[src/rtl/comparador_serie_d_i.sv]
// Bit-serial LSB-first magnitude comparator.
// One bit pair per clock; p_x = (A<B) | (A==B & x_init).
module comparador_serie_d_i #(
    parameter int N = 8
) (
    input  logic         clk,
    input  logic         rst,
    input  logic         start,
    input  logic [N-1:0] a_w,
    input  logic [N-1:0] b_w,
    input  logic         x_init,
    output logic         busy,
    output logic         done,
    output logic         p_x
);

    localparam int            CW   = (N > 1) ? $clog2(N) : 1;
    localparam logic [CW-1:0] LAST = CW'(N - 1);

    typedef enum logic [1:0] {
        IDLE = 2'd0,
        RUN  = 2'd1,
        DONE = 2'd2
    } state_t;

    state_t        state_q, state_d;
    logic [N-1:0]  sa_q, sa_d;
    logic [N-1:0]  sb_q, sb_d;
    logic          x_q, x_d;
    logic          px_q, px_d;
    logic [CW-1:0] cnt_q, cnt_d;
    logic          a_bit, b_bit, x_nxt;

    assign a_bit = sa_q[0];
    assign b_bit = sb_q[0];

    // Later (more significant) bits override the carried state.
    assign x_nxt = (~a_bit & b_bit) | (x_q & ~a_bit) | (x_q & b_bit);

    assign busy = (state_q == RUN);
    assign done = (state_q == DONE);
    assign p_x  = px_q;

    // Next-state and datapath control; everything holds by default.
    always_comb begin
        state_d = state_q;
        sa_d    = sa_q;
        sb_d    = sb_q;
        x_d     = x_q;
        px_d    = px_q;
        cnt_d   = cnt_q;
        unique case (state_q)
            IDLE, DONE: begin
                if (start) begin
                    sa_d    = a_w;
                    sb_d    = b_w;
                    x_d     = x_init;
                    cnt_d   = '0;
                    state_d = RUN;
                end else begin
                    state_d = IDLE;
                end
            end
            RUN: begin
                x_d   = x_nxt;
                sa_d  = sa_q >> 1;
                sb_d  = sb_q >> 1;
                cnt_d = cnt_q + CW'(1);
                if (cnt_q == LAST) begin
                    px_d    = x_nxt;
                    cnt_d   = '0;
                    state_d = DONE;
                end
            end
            default: begin
                state_d = IDLE;
            end
        endcase
    end

    // State registers; reset aborts any run and clears the result.
    always_ff @(posedge clk) begin
        if (rst) begin
            state_q <= IDLE;
            sa_q    <= '0;
            sb_q    <= '0;
            x_q     <= 1'b0;
            px_q    <= 1'b0;
            cnt_q   <= '0;
        end else begin
            state_q <= state_d;
            sa_q    <= sa_d;
            sb_q    <= sb_d;
            x_q     <= x_d;
            px_q    <= px_d;
            cnt_q   <= cnt_d;
        end
    end

endmodule

[config.mk]
export PLATFORM = sky130hd
export DESIGN_NAME = comparador_serie_d_i
export DESIGN_NICKNAME = d
export VERILOG_FILES = /design/src/rtl/comparador_serie_d_i.sv
export SDC_FILE = /design/constraint.sdc
export NUM_CORES = 1
export LEC_CHECK = 0
export ABC_CLOCK_PERIOD_IN_PS = 2380
export BUFFER_PORTS_ARGS = -buffer_cell sky130_fd_sc_hd__buf_2
export CORE_AREA = 10 10 54 56
export DETAILED_ROUTE_END_ITERATION = 8
export DIE_AREA = 0 0 64 66
export PLACE_DENSITY = 0.79
export SYNTH_ARGS = -nofsm -noshare
export SYNTH_HDL_FRONTEND = slang
export SYNTH_SLANG_ARGS = --single-unit
[constraint.sdc]
create_clock -name clk -period 2.38 [get_ports clk]
set_input_delay 0.357 -clock clk [delete_from_list [all_inputs] [get_ports clk]]
set_output_delay 0.357 -clock clk [all_outputs]
set_load 0.05 [all_outputs]
==> impl_results.md <==
- Status: complete, no violations
- TritonCTS Buffers: 3
- Root Buffer: clkbuf_4
- Critical path type: reg -> out
- Top cell family by delay on the critical path: buffers and inverters
- Compound-cell area share of the yosys netlist: 17.8%
- Hold WC Path Type: in -> reg
- Resize count post-CTS: 0
- Syn Inst Count: 123
- Vias after detailed routing: 896
- Buf+Inv Stages, Crit Path: 2
- Die width: 64 um
- Core area: 1900 um2
- Reg power frac: 59.1%
- Clock Latency Late Sink: 0.31 ns
- Required time worst endpoint: 2.02 ns
- RSZ-0062 raised after global routing: false
- Post-synthesis mux area share: 0%
- Residual DRC: 0
- Fin. Hold Viols: 0
- PwrDens: 650 nW/um2
- Tightest Pin Transition: 0.714 ns
- Highest Clock Rate: 0.638 GHz
- Worst EP arrival: 1.21 ns
- Crit-path cells: nand2b_1, inv_4, buf_2
- Final setup fails: 0
- Most common cell after layout, fill and taps aside: nand2_1
- Switching share of total power: 27.9%
- Synth Warn #: 0
- Synthesis-to-layout area growth: 12.1%
- First-pass iteration count of the detailed router: 4
- Slew headroom: 52.4%
- Adder-cell share of the synthesized area: 3.49%
- Post-synth net total: 145
- Post-route ant nets: 0
- Vias in the first global route: 896
- Post-synthesis register bit count: 23
- Synth Cell Area: 1000 um2
- Num rows: 16
- CTS tree: done
- Number of port buffers: 22
- GP Congestion: 0.769
- Post-synthesis sequential area ratio: 45.9%
- H-tree depth: 1
- DP Wirelength: 1570 um
- Setup bufs post-CTS: 0
- WL final: 2230 um
- Routed length per placed instance: 13.4 um
- Ranking of synthesized cells by area: dfxtp_1, a311oi_1, nand2_1
- Fin crit share: 65.9%
- CP startpoint kind: register
- Minimum clock period: 1.57 ns
- Crit Path Max Fanout: 7
- Xor-xnor portion of the synthesized cell area: 0%
- Global-route wire length before repair: 3840 um
- Top cell type's share of synthesized area: 45.9%
- Via density: 5.37
- Worst-path clk slew: 0.12 ns
- Post-synthesis simple-gate area fraction: 25.8%
- CP Capture Type: primary output
- Longest Clk Path Bufs: 2
- Die height: 66 um
- Largest family of logic cells by synthesized area: simple AND/OR/NAND/NOR gates
- Peak supply drop: 0.488 mV
- Commonest non-fill, non-tap cells in the layout: nand2_1, dfxtp_1, buf_2
- Max-Cap Viols: 0
- Post-synthesis area per instance: 8.16 um2
- Hold_ws: 0.271 ns
- Netlist cell types: 22
- Layout cell share with drive strength beyond 1: 19.3%
- Cts hold-fix bufs: 0
- Area of the die: 4220 um2
- IO Pins: 23
- Leading area contributor after synthesis: dfxtp_1
- Starting Density: 52.8%
- All-Layer GR Usage: 11.1%
- Post-route setup TNS: 0 ns
- Combinational power share: 16.3%
- Worst clock skew: 0.00277 ns
- # clock sinks: 23
- Power Internal: 0.527 mW
- Clock power frac: 24.6%
- Leakage: 0.472 nW
- Net load switching power: 0.204 mW
- Slowest cell on the critical path: dfxtp_1
- 1st-iter DRT viols: 27
- Total gr overflow: 0
- Delay of the slowest critical-path stage: 0.34 ns
- Nets: 163
- Antenna Cells: 0
- Final Max Tran Viols: 0
- Pin count of the biggest net entering global routing: 36
- Antenna violations before repair: 0
-- cells in the mapped netlist (all sizes together) --
library cell   n
nand2         33
dfxtp         23
nor2          17
a311oi        15
buf            6
a21oi          5
clkbuf         4
nand3          4
inv            3
and2b          2
ha             2
nand2b         2
a31oi          1
maj3           1
nand3b         1
nor4b          1
o21a           1
o311ai         1
or4            1
-- worst reg2reg max path, delay by kind of cell, from the launching register on --
| kind | cells | cell delay, ns |
|---|---|---|
| AND/OR/NAND/NOR | 2 | 0.72 |
| AO/OA/AOI/OAI | 1 | 0.31 |
| flip-flops | 1 | 0.39 |
-- flip-flops by register name, indices dropped and copies added (netlist names) --
name	count
sa_q	8
sb_q	8
cnt_q	3
state_q	2
p_x	1
x_q	1
-- per-layer routing --
metal	track usage, %	routed length [um]	up-vias
li1	-	-	466
met1	12.1	1030	409
met2	19.3	1080	17
met3	3.05	84	4
met4	5.74	38	0
met5	0	0	-
-- logic make-up after synthesis --
group	count (synthesis)
AOI/OAI and AO/OA	23
buffers and inverters	13
DFF	23
adders and majority gates	3
and+or+nand+nor	61
-- per-stage QoR --
stage	utilization [%]	worst slack (ns)	instances	instance area [um2]	power, mW
2_1_floorplan	-	1.12	123	1000	0.530
3_3_place_gp	57.8	0.928	163	1100	0.554
3_5_place_dp	57.8	0.864	163	1100	0.559
4_1_cts	59.1	0.798	167	1120	0.737
5_1_grt	59.1	0.692	167	1120	0.771
6_report	59.1	0.812	167	1120	0.731
-- final timing paths --
kind	slack, ns	startpoint	cells after the start	end
setup / recovery	0.81	state_q[1]$_SDFFE_PP0P_	3	busy
hold / removal	0.27	a_w[7]	3	sa_q[7]$_SDFFE_PP0P_
setup reg to reg	0.87	state_q[0]$_SDFFE_PP0P_	3	sb_q[2]$_SDFFE_PP0P_
hold reg to reg	0.49	cnt_q[2]$_SDFFE_PP0P_	2	cnt_q[2]$_SDFFE_PP0P_
-- power by group through the flow --
stage | clock, mW | combinational [mW] | sequential, mW
after floorplan | 0 | 0.0940 | 0.435
after global placement | 0 | 0.115 | 0.439
after detailed placement | 0 | 0.119 | 0.441
after CTS | 0.184 | 0.120 | 0.432
after global routing | 0.200 | 0.135 | 0.436
final | 0.180 | 0.119 | 0.432
-- final cells by class --
class / count / area, um2
timing repair buffer: 23 / 118
clock buffer: 4 / 26.3
multi-input combinational: 87 / 473
inverter: 3 / 13.8
fill: 192 / 777
sequential: 23 / 460
tap: 27 / 33.8
Note: power is estimated with default switching activity, not from simulation.
